$ cat config.mk
export PLATFORM = sky130hd
export DESIGN_NAME = pulse_request_arbiter
export DESIGN_NICKNAME = d
export VERILOG_FILES = /design/src/rtl/pulse_request_arbiter_pkg.sv /design/src/rtl/pulse_request_arbiter_bank.sv /design/src/rtl/pulse_request_arbiter.sv
export SDC_FILE = /design/constraint.sdc
export NUM_CORES = 1
export LEC_CHECK = 0
export BUFFER_PORTS_ARGS = -buffer_cell sky130_fd_sc_hd__buf_2
export CORE_ASPECT_RATIO = 0.9
export CORE_MARGIN = 2
export CORE_UTILIZATION = 45
export DETAILED_ROUTE_END_ITERATION = 6
export MAX_ROUTING_LAYER = met4
export PLACE_DENSITY_LB_ADDON = 0.25
export SETUP_SLACK_MARGIN = 0.4
export SYNTH_ARGS = -nofsm -noshare
export SYNTH_HDL_FRONTEND = slang
export SYNTH_SLANG_ARGS = --single-unit
$ cat constraint.sdc
create_clock -name clk_i -period 1.35 [get_ports clk_i]
set_clock_uncertainty 0.1 [all_clocks]
set_input_delay 0.27 -clock clk_i [delete_from_list [all_inputs] [get_ports clk_i]]
set_output_delay 0.27 -clock clk_i [all_outputs]
set_load 0.02 [all_outputs]
$ cat src/rtl/pulse_request_arbiter_pkg.sv
// pulse_request_arbiter_pkg: shared FSM state encoding and round-robin selection helper.
//   state_e    : IDLE / OFFER / BUSY encoding used by the arbiter FSM
//   rr_select  : pick the first set request at or after ptr, wrapping modulo n (n <= 16)
package pulse_request_arbiter_pkg;

    typedef enum logic [1:0] {
        IDLE  = 2'd0,
        OFFER = 2'd1,
        BUSY  = 2'd2
    } state_e;

    // Walks ptr, ptr+1, ... modulo n and returns the first requesting index.
    // Equivalent to rotate-by-ptr, priority-encode, un-rotate; req bits >= n are ignored.
    function automatic logic [3:0] rr_select(
        input logic [15:0] req,
        input logic [3:0]  ptr,
        input int unsigned n
    );
        logic [3:0]  sel;
        logic        hit;
        int unsigned idx;
        sel = '0;
        hit = 1'b0;
        for (int unsigned k = 0; k < 16; k++) begin
            idx = (32'(ptr) + k) % n;
            if (k < n && !hit && req[idx[3:0]]) begin
                sel = idx[3:0];
                hit = 1'b1;
            end
        end
        return sel;
    endfunction

endpackage

$ cat src/rtl/pulse_request_arbiter_bank.sv
// pulse_request_arbiter_bank: per-channel rising-edge detect, pending latch and sticky overflow.
//   clk_i       : system clock
//   rst_ni      : asynchronous active-low reset
//   l_i         : level request lines, synchronous to clk_i
//   clr_i       : one-hot pending clear from the arbiter's accept
//   ovf_clr_i   : pulse clearing all overflow flags
//   pending_o   : registered pending-request flags
//   overflow_o  : sticky flags, edge seen while channel already pending
module pulse_request_arbiter_bank #(
    parameter int N = 4
) (
    input  logic         clk_i,
    input  logic         rst_ni,
    input  logic [N-1:0] l_i,
    input  logic [N-1:0] clr_i,
    input  logic         ovf_clr_i,
    output logic [N-1:0] pending_o,
    output logic [N-1:0] overflow_o
);

    logic [N-1:0] l_q, pending_q, pending_d, overflow_q, overflow_d, edge_w;

    // l_q resets low, so a line already high at reset release yields one edge.
    assign edge_w = l_i & ~l_q;

    // An edge in the same cycle as its own accept re-sets pending, so the new request survives.
    assign pending_d  = (pending_q & ~clr_i) | edge_w;
    // Set takes priority over ovf_clr.
    assign overflow_d = (overflow_q & ~{N{ovf_clr_i}}) | (edge_w & pending_q & ~clr_i);

    always_ff @(posedge clk_i or negedge rst_ni) begin
        if (!rst_ni) begin
            l_q        <= '0;
            pending_q  <= '0;
            overflow_q <= '0;
        end else begin
            l_q        <= l_i;
            pending_q  <= pending_d;
            overflow_q <= overflow_d;
        end
    end

    assign pending_o  = pending_q;
    assign overflow_o = overflow_q;

endmodule

$ cat src/rtl/pulse_request_arbiter.sv
// pulse_request_arbiter: turns N level request lines into pending requests and grants one
// shared resource round-robin with a valid/ready offer and a done-terminated busy phase.
//   clk_i        : system clock
//   rst_ni       : asynchronous active-low reset
//   l_i          : level request lines; each 0->1 transition is one request
//   ovf_clr_i    : pulse clearing all overflow flags
//   gnt_valid_o  : grant offered to gnt_id_o
//   gnt_id_o     : granted channel, stable while gnt_valid_o is high
//   gnt_ready_i  : resource accepts the offered grant
//   done_i       : resource finished the accepted job
//   busy_o       : high from accept through the cycle done_i is seen
//   pending_o    : per-channel pending flags
//   overflow_o   : per-channel sticky overflow flags
module pulse_request_arbiter
    import pulse_request_arbiter_pkg::*;
#(
    parameter  int N   = 4,
    localparam int IDW = $clog2(N)
) (
    input  logic           clk_i,
    input  logic           rst_ni,
    input  logic [N-1:0]   l_i,
    input  logic           ovf_clr_i,
    output logic           gnt_valid_o,
    output logic [IDW-1:0] gnt_id_o,
    input  logic           gnt_ready_i,
    input  logic           done_i,
    output logic           busy_o,
    output logic [N-1:0]   pending_o,
    output logic [N-1:0]   overflow_o
);

    state_e         state_q, state_d;
    logic [IDW-1:0] gnt_id_q, gnt_id_d, rr_ptr_q, rr_ptr_d, sel_w, nxt_ptr_w;
    logic [N-1:0]   clr_w;
    logic           accept_w;

    assign accept_w  = (state_q == OFFER) && gnt_ready_i;
    assign clr_w     = accept_w ? (N'(1) << gnt_id_q) : '0;
    assign sel_w     = IDW'(rr_select(16'(pending_o), 4'(rr_ptr_q), N));
    // After serving k, k+1 gets top priority, making k the lowest.
    assign nxt_ptr_w = (gnt_id_q == IDW'(N - 1)) ? '0 : gnt_id_q + 1'b1;

    pulse_request_arbiter_bank #(.N(N)) u_bank (
        .clk_i      (clk_i),
        .rst_ni     (rst_ni),
        .l_i        (l_i),
        .clr_i      (clr_w),
        .ovf_clr_i  (ovf_clr_i),
        .pending_o  (pending_o),
        .overflow_o (overflow_o)
    );

    always_ff @(posedge clk_i or negedge rst_ni) begin
        if (!rst_ni) begin
            state_q  <= IDLE;
            gnt_id_q <= '0;
            rr_ptr_q <= '0;
        end else begin
            state_q  <= state_d;
            gnt_id_q <= gnt_id_d;
            rr_ptr_q <= rr_ptr_d;
        end
    end

    // done_i is only looked at in BUSY, so done together with ready in OFFER is dropped.
    always_comb begin
        state_d  = state_q;
        gnt_id_d = gnt_id_q;
        rr_ptr_d = accept_w ? nxt_ptr_w : rr_ptr_q;
        case (state_q)
            IDLE: begin
                if (|pending_o) begin
                    state_d  = OFFER;
                    gnt_id_d = sel_w;
                end
            end
            OFFER:   state_d = gnt_ready_i ? BUSY : OFFER;
            BUSY:    state_d = done_i ? IDLE : BUSY;
            default: state_d = IDLE;
        endcase
    end

    always_comb begin
        gnt_valid_o = (state_q == OFFER);
        busy_o      = (state_q == BUSY);
        gnt_id_o    = gnt_id_q;
    end

endmodule

* After elaboration in Yosys (flattened, before gate mapping) *
Cells that the tools add are included.

cells by class
  $add $sub $neg = 4
  order comparisons = 4
  equal/unequal tests = 4
  shift-type cells = 1
  muxes and demuxes = 21
  bitwise operators = 10
  reduce and logical (&&, ||, !) cells = 10

operators by type and width
  cell                   count
  $and A4 B4 Y4          5
  $lt A2 B5 Y1 const B   4
  $mux W2                8
  $not A4 Y4             3
  $bmux W1 S2            4
  $or A4 B4 Y4           2
  $mux W1                7
  $pmux W2 S3            1
  $add A2 B1 Y2 const B  2
  $add A2 B2 Y2 const B  2
  $eq A2 B2 Y1 const B   2
  $logic_and A1 B1 Y1    4
  $mux W4                1
  $reduce_or A4 Y1       1
  $shl A1 B2 Y4 const A  1
  $logic_not A1 Y1       3
  $eq A2 B1 Y1 const B   1
  $logic_not A2 Y1       1
  $ne A2 B2 Y1 const B   1
  $reduce_and A2 Y1      1

word-level totals
  bits in registers = 18
  input bits = 9
  output and inout bits = 12
  word-level logic and storage cells = 60

* Depth between registers and ports, before layout *
Gate-level depths: netlist of run 1.

  depth after elaboration = 12
  gate-level depth with buffers = 5
  depth with buffers taken out = 5

* By module *
From an unflattened synthesis of run 1, not the netlist that was laid out.

unflattened totals
  cells, all modules = 75
  area total of the unflattened synthesis = 833.3 um2

modules (own cells, without submodules)
  module                      times used  cells each  area an instance (um2)  seq. area each (um2)
  pulse_request_arbiter_bank  1           32          434.2                   300.3
  pulse_request_arbiter       1           43          399.1                   150.1

* Worst setup path before layout of run 1 *
OpenSTA, ideal clock, no wires.

  path kind = reg2reg
  start point = register gnt_id_q[0], in the netlist gnt_id_o[0]
  end point = register rr_ptr_q[1]
  setup time = 0.125 ns
  data arrival time = 1.119 ns
  data required time = 1.125 ns
  slack = 0.006 ns
  cell stages (with the launch flop) = 4
  path buffers = 0
  period minus slack after synthesis = 1.344 ns
  path through = dfrtp_1 inv_1 ha_1 mux2_2

between the ends
  word-level cells in the longest chain between the ends = 2
  elaborated cells on any way between the ends = 3
  those cells by class = 1 x add/sub; 1 x eq/ne; 1 x mux

RTL lines
  what                                                  RTL line                     source
  start: declaration                                    pulse_request_arbiter.sv:34  logic [IDW-1:0] gnt_id_q, gnt_id_d, rr_ptr_q, rr_ptr_d, sel_w, nxt_ptr_w;
  start signal: assignment                              pulse_request_arbiter.sv:61  gnt_id_q <= gnt_id_d;
  $add A2 B1 Y2 / $eq A2 B2 Y1 (equally long branches)  pulse_request_arbiter.sv:42  assign nxt_ptr_w = (gnt_id_q == IDW'(N - 1)) ? '0 : gnt_id_q + 1'b1;
  $mux W2 *                                             pulse_request_arbiter.sv:42
  named net nxt_ptr_w[1]                                pulse_request_arbiter.sv:34
  end signal: assignment                                pulse_request_arbiter.sv:62  rr_ptr_q <= rr_ptr_d;
  end: declaration                                      pulse_request_arbiter.sv:34

The timed path passes the listed nets; every way through them passes the cells marked *.
A chain may end at the register's enable or synchronous reset.

* Worst setup path in the final report of run 1 *
  start point = register state_q[0]
  end point = output busy_o

between the ends
  word-level cells in the longest chain between the ends = 1

RTL lines
  what                      RTL line                     source
  start: declaration        pulse_request_arbiter.sv:33  state_e state_q, state_d;
  start signal: assignment  pulse_request_arbiter.sv:60  state_q <= state_d;
  $eq A2 B2 Y1              pulse_request_arbiter.sv:86  busy_o = (state_q == BUSY);
  end: declaration          pulse_request_arbiter.sv:28  output logic busy_o,

No other way between the ends.

==> out/qor.yml, run 1 <==
status: "complete, but fails checks"
failed_checks: "negative setup slack"
p_int_mw: 1.84
critPathMaxStageDelay_ns: 0.41
syn-num-nets: 88
n_antenna_cell: 0
pwr-share-comb: 0.576
layout.nets: 132
synth_edf_count: 0
fin_crit_sh: 1.11
syn_area_um2: 803
rsz0062_at_grt: "yes"
yosysUniqueCellTypes: 19
antenna_left: 0
final-hold-violation-count: 0
critical_path_required_ns: 0.98
ir_worst_vdd_uv: 1320
io_buffers: 20
critPathKind: "flop to output port"
placed_area_um2: 963
drtIter0Drc: 5
grt_pass1_wl_um: 3060
layout_common_cells: "15 x buf_6, 12 x dfrtp_1, 10 x buf_4, 8 x buf_2, 7 x nand2b_1"
finalPower_mw: 3.12
crit_fanout: 3
drv_slew: 0
timing.final.ws_setup_ns: -0.146
start_kind: "flop"
ys_seq_area_frac: 0.561
pre_cts_ws_ns: 0.0447
grt_pass1_vias: 728
critPathTopFamily: "flip-flops"
whs_ns: 0.0486
detail_route.wl_per_cell_um: 14.5
core_area_um2: 1680
cp-end-kind: "output port"
tightest_slew_ns: 0.403
cts_tree: "done"
clkPwrFrac: 0.106
dr.pass1.iters: 4
grt_usage: 0.197
syn_inst: 75
hp-class: "primary input to flop"
seq_power_share: 0.318
htree_num_levels: 1
viasPerCell: 4.93
final_cell_area_um2: 1370
ys_ff_latch: 18
layout_commonest_cell: "buf_6"
gp_congestion: 0.725
synthFlopType: "dfrtp_1"
root_buffer: "clkbuf_4"
async_flop_share: 1.00
min_period_ns: 1.50
start_util: 0.478
cts_made_buffers: 3
cts_sinks: 18
wirelength_um: 2060
die_area_um2: 2140
netSwitchingFraction: 0.408
clk_path_buf_depth: 2
avgSynthCellArea_um2: 10.7
crit_path_top_delay_cell: "dfrtp_1"
finalSetupViolations: 4
dpl.hpwl_um: 1100
p_per_area_nw_per_um2: 2270
grt_max_degree: 19
num_io_pins: 21
cts.clk_slew.worst_paths_ns: 0.10
die_y_um: 44.1
globalRouteOverflowTotal: 0
post_route_cells_drive_above_1_share: 0.585
max_cap_viol_count: 0
path_buf_inv: 2
leakage_nw: 0.626
die_w_um: 48.5
final_util: 0.815
cp.arrival_ns: 1.13
synth_warnings: 0
p_switching_mw: 1.27
crit_chain: "or2b_1 > inv_2 > buf_6"
via_count: 700
area_delta_synth_final_pct: 70.6
antenna_found_initial: 0
fmax_ghz: 0.669
fp-row-count: 14
clkLatencyLatePin_ns: 0.29
drc_errors: 0
relSlewSlack: 0.731
flip-flops by register name, indices dropped and copies added (netlist names):
| name | count |
|---|---|
| u_bank.l_q | 4 |
| u_bank.pending_o | 4 |
| state_q | 2 |
| u_bank.overflow_o | 4 |
| rr_ptr_q | 2 |
| gnt_id_o | 2 |
final timing paths:
| check | start | endpoint | slack [ns] | cells after the start |
|---|---|---|---|---|
| setup / recovery | state_q[0] | busy_o | -0.15 | 3 |
| max in group asynchronous | rst_ni | gnt_id_o[1] | 0.50 | 2 |
| hold / removal | done_i | state_q[1] | 0.05 | 2 |
| setup reg to reg | state_q[0] | gnt_id_o[1] | -0.02 | 4 |
| hold reg to reg | u_bank.l_q[3] | u_bank.pending_o[3] | 0.41 | 2 |
| min in group asynchronous | rst_ni | u_bank.l_q[1] | 0.34 | 2 |
through the flow:
stage	TNS (ns)	cells
after global routing	-0.503	142
final	-0.281	142
after detailed placement	0	119
after floorplan	0	75
after global placement	0	119
after CTS	-0.207	135
kinds of logic after synthesis:
family                   after synthesis  share of synthesized area
adder cells (fa/ha/maj)                4                     0.0623
flip-flops                            18                      0.561
multiplexers                           2                     0.0265
buffers and inverters                 13                     0.0608
AND/OR/NAND/NOR                       19                      0.143
AO/OA/AOI/OAI                         19                      0.146
power groups by stage:
stage          clock, mW  combinational, mW  sequential (mW)
5_1_grt            0.361               1.92             1.02
4_1_cts            0.337               1.42            0.974
3_5_place_dp           0              0.927            0.967
6_report           0.329               1.80            0.991
2_1_floorplan          0              0.549             1.05
3_3_place_gp           0              0.907            0.952
synth_stat cells, types with 2 or more instances:
master    count  area share
a21oi_1       2       0.012
o31ai_1       2       0.019
dfrtp_1      18        0.56
inv_1        13       0.061
o21ai_0       8       0.050
nand2b_1      7       0.055
o22ai_1       5       0.039
nand2_1       6       0.028
ha_1          4       0.062
cell type report:
class / count / area [um2]
Timing Repair Buffer: 39 / 354
Clock buffer: 4 / 36.3
Sequential cell: 18 / 458
Fill cell: 103 / 312
Inverter: 13 / 56.3
Multi-Input combinational cell: 44 / 435
Tap cell: 24 / 30.0
per-layer routing:
| metal | track usage | part of all wire | vias up |
|---|---|---|---|
| met3 | 0.0270 | 0.022 | 2 |
| li1 | - | - | 335 |
| met4 | 0.0971 | 0.0068 | 0 |
| met5 | - | 0 | - |
| met1 | 0.230 | 0.43 | 349 |
| met2 | 0.344 | 0.54 | 14 |
worst reg2reg max path, cell delays in order (launching register included):
cell	delay, ns
dfrtp_1	0.41
buf_4	0.15
or2_4	0.23
or2_4	0.25
o31ai_2	0.16
repair_timing:
item / in CTS / in global routing
gates resized for setup: 44 / 12
setup endpoints to repair: 26 / 26
hold endpoints to repair: 22 / 0
buffers inserted: 7 / 7
pin swaps: 12 / 5
hold buffers: 5 / 0
Note: power is estimated with default switching activity, not from simulation.
==> inputs of run 2 (changes only) <==
CAP_MARGIN = 10   (was unset)
CORE_MARGIN = unset   (was 2)
HOLD_SLACK_MARGIN = 0.06   (was unset)
==> run 2 against run 1 <==
The flow still finishes with violations (negative setup slack). Cell area is 0.18% lower. Critical endpoint unchanged. Register-to-register slack better by 0.05 ns. Fmax is 3.3% lower. Core utilization is 0.71 points higher. Sequential power hardly changed. Critical path type unchanged. Final cell count is 0.70% higher. Worst hold slack better by 0.049 ns. Highest routed layer unchanged. Count of clock-buffer cells in the layout stayed put.
==> out/qor.yml, run 2 (synthesis results as in run 1) <==
status: "complete, but fails checks"  # unchanged
failed_checks: "negative setup slack"  # unchanged
detail_route.wl_per_cell_um: 15.9  # was 14.5 um
cts_made_buffers: 3  # unchanged
leakage_nw: 0.622  # was 0.626 nW
clk_path_buf_depth: 2  # unchanged
max_cap_viol_count: 0  # unchanged
globalRouteOverflowTotal: 0  # unchanged
rsz0062_at_grt: "yes"  # unchanged
dr.pass1.iters: 4  # unchanged
p_per_area_nw_per_um2: 2290  # was 2270 nW/um2
fp-row-count: 14  # unchanged
wirelength_um: 2280  # was 2060 um
critPathMaxStageDelay_ns: 0.43  # was 0.41 ns
core_area_um2: 1660  # was 1680 um2
num_io_pins: 21  # unchanged
grt_usage: 0.232  # was 0.197
crit_path_top_delay_cell: "dfrtp_1"  # unchanged
viasPerCell: 5.19  # was 4.93
timing.final.ws_setup_ns: -0.197  # was -0.146 ns
layout_commonest_cell: "buf_6"  # unchanged
antenna_found_initial: 0  # unchanged
fin_crit_sh: 1.15  # was 1.11
grt_pass1_wl_um: 3080  # was 3060 um
layout.nets: 133  # was 132
fmax_ghz: 0.646  # was 0.669 GHz
tightest_slew_ns: 0.411  # was 0.403 ns
n_antenna_cell: 0  # unchanged
area_delta_synth_final_pct: 70.2  # was 70.6%
htree_num_levels: 1  # unchanged
cts_sinks: 18  # unchanged
cts.clk_slew.worst_paths_ns: 0.10  # about the same
min_period_ns: 1.55  # was 1.50 ns
drv_slew: 0  # unchanged
relSlewSlack: 0.726  # was 0.731
die_y_um: 42.1  # was 44.1 um
io_buffers: 20  # unchanged
finalSetupViolations: 2  # was 4
crit_chain: "or2b_1 > inv_2 > buf_6"  # unchanged
crit_fanout: 4  # was 3
pre_cts_ws_ns: 0.0391  # was 0.0447 ns
grt_max_degree: 19  # unchanged
finalPower_mw: 3.14  # was 3.12 mW
final-hold-violation-count: 0  # unchanged
root_buffer: "clkbuf_4"  # unchanged
die_w_um: 46.5  # was 48.5 um
critical_path_required_ns: 0.98  # about the same
drc_errors: 0  # unchanged
start_util: 0.483  # was 0.478
start_kind: "flop"  # unchanged
cts_tree: "done"  # unchanged
layout_common_cells: "15 x buf_6, 12 x dfrtp_1, 11 x buf_4, 8 x buf_2, 7 x nand2b_1"  # was 15 x buf_6, 12 x dfrtp_1, 10 x buf_4, 8 x buf_2, 7 x nand2b_1
clkLatencyLatePin_ns: 0.29  # about the same
path_buf_inv: 2  # unchanged
hp-class: "primary input to flop"  # unchanged
die_area_um2: 1960  # was 2140 um2
cp-end-kind: "output port"  # unchanged
drtIter0Drc: 20  # was 5
cp.arrival_ns: 1.18  # was 1.13 ns
antenna_left: 0  # unchanged
gp_congestion: 0.750  # was 0.725
ir_worst_vdd_uv: 1390  # was 1320 uV
grt_pass1_vias: 756  # was 728
post_route_cells_drive_above_1_share: 0.580  # was 0.585
via_count: 742  # was 700
dpl.hpwl_um: 1110  # was 1100 um
critPathTopFamily: "flip-flops"  # unchanged
critPathKind: "flop to output port"  # unchanged
[run 2: metrics by stage]
stage / util / setup TNS [ns] / instance area (um2) / hold slack, ns / instances
3_3_place_gp: 0.579 / 0 / 963 / 0.120 / 119
4_1_cts: 0.781 / -0.224 / 1300 / 0.0657 / 139
6_report: 0.822 / -0.342 / 1370 / 0.0971 / 143
2_1_floorplan: - / 0 / 833 / -0.126 / 75
5_1_grt: 0.822 / -0.490 / 1370 / 0.0975 / 143
3_5_place_dp: 0.579 / 0 / 963 / 0.124 / 119
[run 2: layer usage]
metal	GRT usage	part of all wire
met1	0.293	0.41
met4	0.118	0.014
met3	0.0345	0.047
met5	-	0
met2	0.353	0.52
[run 2: repair_timing]
item,CTS,global route
endpoints found under the hold margin,23,0
buffers inserted,10,4
hold buffers,6,0
resized for setup,48,6
pin swaps,14,4
setup endpoints to repair,26,26
[run 2: worst paths after layout]
path,startpoint,end,slack (ns),cells after the start
setup / recovery,state_q[0],busy_o,-0.20,3
hold / removal,done_i,state_q[1],0.1,2
setup reg to reg,u_bank.pending_o[0],gnt_id_o[0],0.03,4
hold reg to reg,u_bank.l_q[3],u_bank.pending_o[3],0.41,2
max in group asynchronous,rst_ni,u_bank.pending_o[3],0.51,2
min in group asynchronous,rst_ni,state_q[0],0.33,2
[run 2: report_power, final]
part,internal [mW],switching [mW],total (mW)
Sequential,0.729,0.279,1.01
Clock,0.164,0.166,0.330
Combinational,0.910,0.888,1.80
[run 2: cell type report]
| type | instances | area [um2] |
|---|---|---|
| inverters | 13 | 53.8 |
| repair buffers | 40 | 352 |
| well taps | 24 | 30.0 |
| flip-flops and latches | 18 | 458 |
| multi-input cells | 44 | 438 |
| clock buffers | 4 | 36.3 |
| fillers | 87 | 297 |
[run 2: worst register-to-register path, stage by stage (launching register included)]
cell     delay, ns
dfrtp_2       0.44
buf_4         0.15
mux2i_1       0.19
o22ai_1       0.14
o31ai_2       0.21
==> inputs of run 3 (changes only) <==
SKIP_CTS_REPAIR_TIMING = 1   (was unset)
SYNTH_HIERARCHICAL = 1   (was unset)
==> run 3 against run 2 <==
The flow still finishes with violations (negative setup slack). Sequential power hardly changed. Cell area decreased by 2.5%. Highest routed layer unchanged. Worst setup slack gained 0.012 ns.
==> out/qor.yml, run 3 <==
status: "complete, but fails checks"  # unchanged
failed_checks: "negative setup slack"  # unchanged
n_antenna_cell: 0  # unchanged
drv_slew: 0  # unchanged
drc_errors: 0  # unchanged
rsz0062_at_grt: "yes"  # unchanged
ys_seq_area_frac: 0.541  # was 0.561
layout_commonest_cell: "buf_6"  # unchanged
pre_cts_ws_ns: 0.00838  # was 0.0391 ns
yosysMostFrequentCell: "dfrtp_1"  # unchanged
grt_usage: 0.191  # was 0.232
grt_pass1_wl_um: 2540  # was 3080 um
syn_inst: 75  # unchanged
p_per_area_nw_per_um2: 2130  # was 2290 nW/um2
globalRouteOverflowTotal: 0  # unchanged
grt_max_degree: 19  # unchanged
ir_worst_vdd_uv: 1640  # was 1390 uV
cp.arrival_ns: 1.17  # was 1.18 ns
post_route_cells_drive_above_1_share: 0.538  # was 0.580
via_count: 709  # was 742
holdCritStartpoint: "gnt_ready_i"  # was done_i
yosysUniqueCellTypes: 20  # was 19
syn-num-nets: 88  # unchanged
fin_crit_sh: 1.14  # was 1.15
synth_edf_count: 0  # unchanged
area_delta_synth_final_pct: 60.1  # was 70.2%
synth_top_area_frac: 0.541  # was 0.561
detail_route.wl_per_cell_um: 14.2  # was 15.9 um
num_io_pins: 21  # unchanged
start_kind: "flop"  # unchanged
die_y_um: 42.8  # was 42.1 um
max_cap_viol_count: 0  # unchanged
root_buffer: "clkbuf_4"  # unchanged
ys_ff_latch: 18  # unchanged
dpl.hpwl_um: 1180  # was 1110 um
r2r-end: "u_bank/overflow_o[0]"  # was gnt_id_o[0]
synthFlopType: "dfrtp_1"  # unchanged
die_w_um: 47.4  # was 46.5 um
placedCellCount: 121  # was 119
antenna_left: 0  # unchanged
final_util: 0.785  # was 0.822
whs_path_depth: 2  # unchanged
avgSynthCellArea_um2: 11.1  # was 10.7 um2
clk_path_buf_depth: 2  # unchanged
hold_end: "state_q[0]"  # was state_q[1]
critical_path_required_ns: 0.98  # about the same
synth_warnings: 6  # was 0
fin_tns_setup_ns: -0.775  # was -0.342 ns
cts_sinks: 18  # unchanged
timing.final.ws_setup_ns: -0.186  # was -0.197 ns
async_flop_share: 1.00  # unchanged
core_area_um2: 1700  # was 1660 um2
gp_congestion: 0.866  # was 0.750
fmax_ghz: 0.651  # was 0.646 GHz
final-hold-violation-count: 0  # unchanged
synth_top_cells_by_area: "dfrtp_1 54%, ha_1 6.0%, nand2b_1 6.0%"  # was dfrtp_1 56%, ha_1 6.2%, inv_1 6.1%
syn_area_um2: 833  # was 803 um2
finalSetupViolations: 12  # was 2
viasPerCell: 5.03  # was 5.19
htree_num_levels: 1  # unchanged
io_buffers: 20  # unchanged
fp-row-count: 14  # unchanged
grt_pass1_vias: 585  # was 756
r2r_start: "state_q[1]"  # was u_bank.pending_o[0]
antenna_found_initial: 0  # unchanged
start_util: 0.490  # was 0.483
reg2reg_depth: 6  # was 4
rrSetupSlack_ns: -0.09  # was 0.03 ns
fin_cells: 141  # was 143
layout_common_cells: "13 x buf_6, 12 x dfrtp_1, 10 x buf_4, 9 x buf_2"  # was 15 x buf_6, 12 x dfrtp_1, 11 x buf_4, 8 x buf_2, 7 x nand2b_1
ys_top_cells_by_count: "18 x dfrtp_1, 9 x inv_1, 8 x nand2b_1, 6 x nand2_1"  # was 18 x dfrtp_1, 13 x inv_1, 8 x o21ai_0, 7 x nand2b_1, 6 x nand2_1
critPathKind: "flop to output port"  # unchanged
die_area_um2: 2030  # was 1960 um2
cp-end-kind: "output port"  # unchanged
drtIter0Drc: 10  # was 20
clkLatencyLatePin_ns: 0.30  # was 0.29 ns
whs_ns: 0.114  # was 0.0971 ns
layout.nets: 131  # was 133
cts_tree: "done"  # unchanged
cts_made_buffers: 3  # unchanged
min_period_ns: 1.54  # was 1.55 ns
crit_fanout: 4  # unchanged
hp-class: "primary input to flop"  # unchanged
num-fill-cells: 103  # was 87
tightest_slew_ns: 0.410  # was 0.411 ns
dr.pass1.iters: 4  # unchanged
leakage_nw: 0.641  # was 0.622 nW
yosys.area.top_type: "dfrtp_1"  # unchanged
relSlewSlack: 0.727  # was 0.726
wirelength_um: 2010  # was 2280 um
cts.clk_slew.worst_paths_ns: 0.10  # about the same
[run 3: kinds of logic (layout without fill, tap and decap cells)]
| group | count (synthesis) | count (layout) | synth area share |
|---|---|---|---|
| buf+inv | 9 | 51 | 0.0405 |
| fa+ha+maj | 4 | 4 | 0.0601 |
| compound gates | 15 | 15 | 0.119 |
| flops | 18 | 18 | 0.541 |
| mux | 2 | 2 | 0.0255 |
| simple gates | 27 | 27 | 0.215 |
[run 3: worst max-delay path: stages (launching register included)]
cell and delay, ns:
dfrtp_1 0.42, or2b_1 0.26, inv_2 0.08, buf_6 0.11
[run 3: metal layers]
metal / routed length (um) / track usage / vias to the layer above
met5: 0 / - / -
met4: 18 / 0.0514 / 0
met3: 116 / 0.0894 / 2
met2: 1020 / 0.271 / 21
met1: 850 / 0.243 / 344
li1: - / - / 342
[run 3: final cells by class]
cell class	count	area [um2]	share of cell area
multi-input combinational	48	459	0.344
sequential	18	458	0.343
timing repair buffer	38	327	0.245
inverter	9	33.8	0.0253
tap	24	30.0	0.0225
clock buffer	4	26.3	0.0197
[run 3: worst max path at each step]
stage,endpoint,from
6_report,gnt_valid_o,state_q[1]
3_5_place_dp,gnt_id_o[0],state_q[0]
2_1_floorplan,u_bank/overflow_o[3],state_q[1]
5_1_grt,gnt_valid_o,state_q[1]
4_1_cts,gnt_valid_o,state_q[1]
3_3_place_gp,gnt_id_o[0],state_q[0]
[run 3: through the flow]
stage	total power, mW	cell area, um2
2_1_floorplan	1.58	865
3_3_place_gp	1.88	1010
3_5_place_dp	1.91	1010
4_1_cts	2.20	1040
5_1_grt	3.01	1330
6_report	2.84	1330
[run 3: power by group]
part | switching (mW) | leakage, nW | internal (mW)
Sequential | 0.264 | 0.204 | 0.728
Clock | 0.168 | 0.0150 | 0.115
Combinational | 0.724 | 0.422 | 0.836
